$ cat config.mk
export PLATFORM = sky130hd
export DESIGN_NAME = clk_period_meter
export DESIGN_NICKNAME = d
export VERILOG_FILES = /design/src/rtl/clk_period_meter.sv
export SDC_FILE = /design/constraint.sdc
export NUM_CORES = 1
export LEC_CHECK = 0
export ABC_AREA = 1
export CORE_ASPECT_RATIO = 1.2
export CORE_UTILIZATION = 30
export CTS_CLUSTER_DIAMETER = 30
export CTS_CLUSTER_SIZE = 12
export DETAILED_ROUTE_END_ITERATION = 8
export GPL_TIMING_DRIVEN = 0
export PLACE_DENSITY = 0.58
export SETUP_SLACK_MARGIN = 0.2
export SLEW_MARGIN = 20
export SYNTH_ARGS = -nofsm -noshare
export SYNTH_HDL_FRONTEND = slang
export SYNTH_SLANG_ARGS = --single-unit
$ cat constraint.sdc
create_clock -name clk_i -period 5.81 [get_ports clk_i]
set_clock_uncertainty 0.15 [all_clocks]
set_input_delay 0.581 -clock clk_i [delete_from_list [all_inputs] [get_ports clk_i]]
set_output_delay 0.581 -clock clk_i [all_outputs]
set_load 0.02 [all_outputs]
$ cat src/rtl/clk_period_meter.sv
`timescale 1ns/1ps
// clk_period_meter
//
// Measures the rising-to-rising period of a slow asynchronous signal in reference-clock
// cycles and hands the result to a consumer over a valid/ready handshake. Optionally also
// measures how many of those cycles the signal was high (duty cycle).
//
// Optional feature macro: CLK_PERIOD_METER_DUTY_EN
//   defined   - high-time counter present, high_o reports the high time.
//   undefined - no high-time counter, high_o is tied to 0.
//
// Parameters:
//   CNT_WIDTH   - width of the period/high-time counters and results.
//   SYNC_STAGES - flops in the sig_i synchronizer (minimum 2).
//
// Ports:
//   clk_i      - reference clock; all logic on its rising edge.
//   srst_i     - synchronous active-high reset.
//   sig_i      - asynchronous signal to measure.
//   start_i    - request one measurement; only sampled while idle.
//   busy_o     - a measurement is armed, running or waiting to be accepted.
//   period_o   - measured period in clk_i cycles.
//   high_o     - clk_i cycles the signal was high within that period.
//   overflow_o - measurement timed out; qualified by valid_o.
//   valid_o    - result available; held until accepted.
//   ready_i    - consumer accepts the result when valid_o && ready_i.
module clk_period_meter #(
    parameter int unsigned CNT_WIDTH   = 16,
    parameter int unsigned SYNC_STAGES = 2
) (
    input  logic                 clk_i,
    input  logic                 srst_i,
    input  logic                 sig_i,
    input  logic                 start_i,
    output logic                 busy_o,
    output logic [CNT_WIDTH-1:0] period_o,
    output logic [CNT_WIDTH-1:0] high_o,
    output logic                 overflow_o,
    output logic                 valid_o,
    input  logic                 ready_i
);

    localparam logic [CNT_WIDTH-1:0] CntMax  = '1;
    localparam logic [CNT_WIDTH-1:0] CntOne  = {{(CNT_WIDTH-1){1'b0}}, 1'b1};
    // ARM times out on the cycle its counter would reach all-ones.
    localparam logic [CNT_WIDTH-1:0] ArmLast = CntMax - CntOne;

    typedef enum logic [1:0] {StIdle, StArm, StMeasure, StDone} state_e;

    // ------------------------------------------------------------------
    // Synchronizer and rising-edge detect
    // ------------------------------------------------------------------
    logic [SYNC_STAGES-1:0] sync_q;
    logic                   sig_s;
    logic                   sig_q;
    logic                   rise;

    assign sig_s = sync_q[SYNC_STAGES-1];
    assign rise  = sig_s & ~sig_q;

    always_ff @(posedge clk_i) begin
        if (srst_i) begin
            sync_q <= '0;
            sig_q  <= 1'b0;
        end else begin
            sync_q <= {sync_q[SYNC_STAGES-2:0], sig_i};
            sig_q  <= sig_s;
        end
    end

    // ------------------------------------------------------------------
    // Control FSM and period counter
    // ------------------------------------------------------------------
    state_e               state_q, state_d;
    logic [CNT_WIDTH-1:0] cnt_q, cnt_d;
    logic [CNT_WIDTH-1:0] period_q, period_d;
    logic                 ovf_q, ovf_d;
    logic                 arm_timeout;
    logic                 meas_timeout;

    assign arm_timeout  = (state_q == StArm) && !rise && (cnt_q == ArmLast);
    assign meas_timeout = (state_q == StMeasure) && !rise && (cnt_q == CntMax);

    always_comb begin
        state_d  = state_q;
        cnt_d    = cnt_q;
        period_d = period_q;
        ovf_d    = ovf_q;
        unique case (state_q)
            StIdle: begin
                if (start_i) begin
                    state_d = StArm;
                    cnt_d   = '0;
                end
            end
            StArm: begin
                if (rise) begin
                    state_d = StMeasure;
                    cnt_d   = CntOne;
                end else if (arm_timeout) begin
                    state_d  = StDone;
                    cnt_d    = CntMax;
                    period_d = CntMax;
                    ovf_d    = 1'b1;
                end else begin
                    cnt_d = cnt_q + CntOne;
                end
            end
            StMeasure: begin
                if (rise) begin
                    state_d  = StDone;
                    period_d = cnt_q;
                    ovf_d    = 1'b0;
                end else if (meas_timeout) begin
                    state_d  = StDone;
                    period_d = CntMax;
                    ovf_d    = 1'b1;
                end else begin
                    cnt_d = cnt_q + CntOne;
                end
            end
            StDone: begin
                if (ready_i) begin
                    state_d = StIdle;
                end
            end
            default: state_d = StIdle;
        endcase
    end

    always_ff @(posedge clk_i) begin
        if (srst_i) begin
            state_q  <= StIdle;
            cnt_q    <= '0;
            period_q <= '0;
            ovf_q    <= 1'b0;
        end else begin
            state_q  <= state_d;
            cnt_q    <= cnt_d;
            period_q <= period_d;
            ovf_q    <= ovf_d;
        end
    end

    assign busy_o     = (state_q != StIdle);
    assign valid_o    = (state_q == StDone);
    assign period_o   = period_q;
    assign overflow_o = ovf_q;

    // ------------------------------------------------------------------
    // Optional high-time counter
    // ------------------------------------------------------------------
`ifdef CLK_PERIOD_METER_DUTY_EN
    logic [CNT_WIDTH-1:0] hcnt_q, hcnt_d;
    logic [CNT_WIDTH-1:0] high_q, high_d;

    // hcnt never exceeds cnt, so saturation of cnt bounds it too.
    always_comb begin
        hcnt_d = hcnt_q;
        high_d = high_q;
        unique case (state_q)
            StIdle: begin
                if (start_i) begin
                    hcnt_d = '0;
                end
            end
            StArm: begin
                if (rise) begin
                    hcnt_d = CntOne;
                end else if (arm_timeout) begin
                    high_d = '0;
                end
            end
            StMeasure: begin
                if (rise || meas_timeout) begin
                    high_d = hcnt_q;
                end else begin
                    hcnt_d = hcnt_q + {{(CNT_WIDTH-1){1'b0}}, sig_s};
                end
            end
            default: ;
        endcase
    end

    always_ff @(posedge clk_i) begin
        if (srst_i) begin
            hcnt_q <= '0;
            high_q <= '0;
        end else begin
            hcnt_q <= hcnt_d;
            high_q <= high_d;
        end
    end

    assign high_o = high_q;
`else
    assign high_o = '0;
`endif

endmodule

==> flow_summary.ini <==
[outcome]
status = completed

[cts]
clk_latency_ps = 300
cts_tree = yes
htree_levels = 2
postCtsSetupBuffers = 0
cts.sinks = 38
ctsHoldBuffers = 0
cts-root-buf = clkbuf_8
clkSlewWorstSetupHoldPaths_ps = 70
cts_resized = 0
clk_path_buf_depth = 2
cts-buffers-inserted = 5

[placed_design]
placed_cell_area_um2 = 2630
dp_slack_ps = 3320
dp_hpwl_mm = 3.82
gp_congestion = 0.883
io_buffers = 23
dpl.cell_count = 478

[setup_path]
reg2reg_slack_ps = 3490
critPathKind = register to primary output
crit_fanout = 6
critPathSlowestCell = clkdlybuf4s50_1
path_cells = inv_1 -> ha_1 -> inv_1 -> clkdlybuf4s50_1
cpMostUsedCell = inv_1
end_kind = primary output
cp.arrival_ps = 1750
critPathLaunchType = register
critPathRequiredTime_ps = 5080
critPathMaxStageDelay_ps = 610

[synthesis]
yosysWarnings = 0
synthCells = 350
synth-async-reset-ratio_pct = 0
synth_top_cells_by_area = dfxtp_1 34%, nor2_1 17%, nand2_1 11%
synth_top_area_share_pct = 34.2
yosysMostFrequentCell = nor2_1
synth_area_per_cell_um2 = 6.36
post-synth-top-area-cell = dfxtp_1
synth_edf_count = 0
ys_seq_elements = 38
syn_area_um2 = 2230
ys_seq_area_share_pct = 34.2
netlist_top_cells_count = 100 x nor2_1, 67 x nand2_1, 38 x dfxtp_1, 38 x inv_1, 27 x o21ai_0
yosysUniqueCellTypes = 27
synth_ff_type = dfxtp_1

[min_path]
holdCritPathClass = register to register

[timing]
fmax_mhz = 404
min_period_ps = 2480
finalCritPeriodShare_pct = 42.6
slew_viol_final = 0
relSlewSlack_pct = 64.7
setup_ws_ps = 3330
finalHoldViolCount = 0
finalSetupTns_ps = 0
rsz0062_at_grt = false
finalSetupViolations = 0
tightest_slew_ps = 530

[power]
p_per_area_nw_per_um2 = 364
peakVddDrop_mv = 0.174
p_leak_nw = 1.19

[finish]
ff_latch_area_um2 = 761
n_fill_cell = 792
drive_above_1_share_pct = 9.34
finalInstanceArea_um2 = 2770
multi_input_area_um2 = 1200
synthToLayoutAreaGrowth_pct = 24.3
nNetsFinal = 408
final_cell_count_no_fill = 486
diodes = 0
utilization_pct = 38.3

[grt]
use_met3_pct = 2.94
grt.met1_usage_pct = 17.0
grt_max_degree = 13
grt_busiest_layer = met2
grt_pass1_vias = 1895
grt_pass1_wl_mm = 8.69
grtUsageTotal_pct = 14.6
antenna_found_initial = 0
grt-ovfl-total = 0
gr-usage-met2_pct = 26.1

[floorplanning]
fp-row-count = 34
io_pins = 40
start_util_pct = 30.8
die_x_um = 80.6
dieArea_um2 = 7770
core_um2 = 7230
die_y_um = 96.4

[route]
drc = 0
dr.pass1.iters = 4
drt-total-wl_mm = 5.13
viasPerCell = 4.38
drtIter0Drc = 91
routedWlPerCell_um = 10.6
postRouteAntennaNets = 0
vias = 2129

[flow_run]
max_cap_violations = 0
==> sequential cells by signal, summed over array words and instances, names as in the netlist <==
name	cells
cnt_q	16
overflow_o	1
period_o	16
sig_q	1
state_q	2
sync_q	2
==> where the power goes <==
part	switching (mW)	internal, mW
Clock	0.0977	0.183
Sequential	0.0291	0.310
Combinational	0.230	0.159
Total	0.357	0.652
==> cell families (layout without fill, tap and decap cells) <==
| logic type | count (synthesis) | after routing | synth area share, % |
|---|---|---|---|
| AND/OR/NAND/NOR | 196 | 196 | 35.9 |
| flip-flops | 38 | 38 | 34.2 |
| buffers and inverters | 62 | 93 | 14.3 |
| other | 1 | 16 | 0.168 |
| adder cells (fa/ha/maj) | 8 | 8 | 4.50 |
| XOR/XNOR | 3 | 3 | 1.18 |
| AO/OA/AOI/OAI | 42 | 42 | 9.78 |
==> per-stage QoR <==
stage / hold WS [ps] / power [mW]
2_1_floorplan: 238 / 0.591
3_5_place_dp: 245 / 0.736
3_3_place_gp: 239 / 0.729
4_1_cts: 256 / 1.02
6_report: 253 / 1.01
5_1_grt: 291 / 1.08
==> worst max-delay path, delay by kind of cell (launching register included) <==
kind	cells	cell delay, ps
adder cells (fa/ha/maj)	1	210
flip-flops	1	430
buffers and inverters	3	830
==> layer usage <==
metal | vias up | share of wire (%)
li1 | 1139 | -
met1 | 941 | 47
met2 | 43 | 49
met3 | 6 | 3.5
met4 | 0 | 1.3
met5 | - | 0
==> final timing paths <==
| check | end | from | depth (start not counted) |
|---|---|---|---|
| hold reg to reg | sync_q[1] | sync_q[0] | 2 |
| hold / removal | sync_q[1] | sync_q[0] | 2 |
| setup reg to reg | cnt_q[1] | state_q[0] | 9 |
| setup / recovery | busy_o | state_q[0] | 4 |
==> cells in the final DEF (no fill, tap or decap), types with 2 or more instances in the layout <==
master / count
nor3_1: 2
ha_1: 8
clkdlybuf4s50_1: 23
bufinv_16: 2
nand3_1: 13
o21ai_0: 27
nand2_2: 2
nand4_1: 5
nand2_1: 67
clkbuf_1: 4
xnor2_1: 3
nor2_2: 4
buf_4: 16
a21oi_1: 11
conb_1: 16
clkbuf_8: 6
inv_1: 38
nor2_1: 100
dfxtp_1: 38
==> area by class of cell <==
type                       count  area share (%)
clock buffer                   6            2.98
multi-input combinational    265            43.5
inverter                      39            5.29
tap                           90            4.07
buffer                        23            6.19
clock inverter                 2            2.17
timing repair buffer          23            8.32
sequential                    38            27.5
Note: power is estimated with default switching activity, not from simulation.
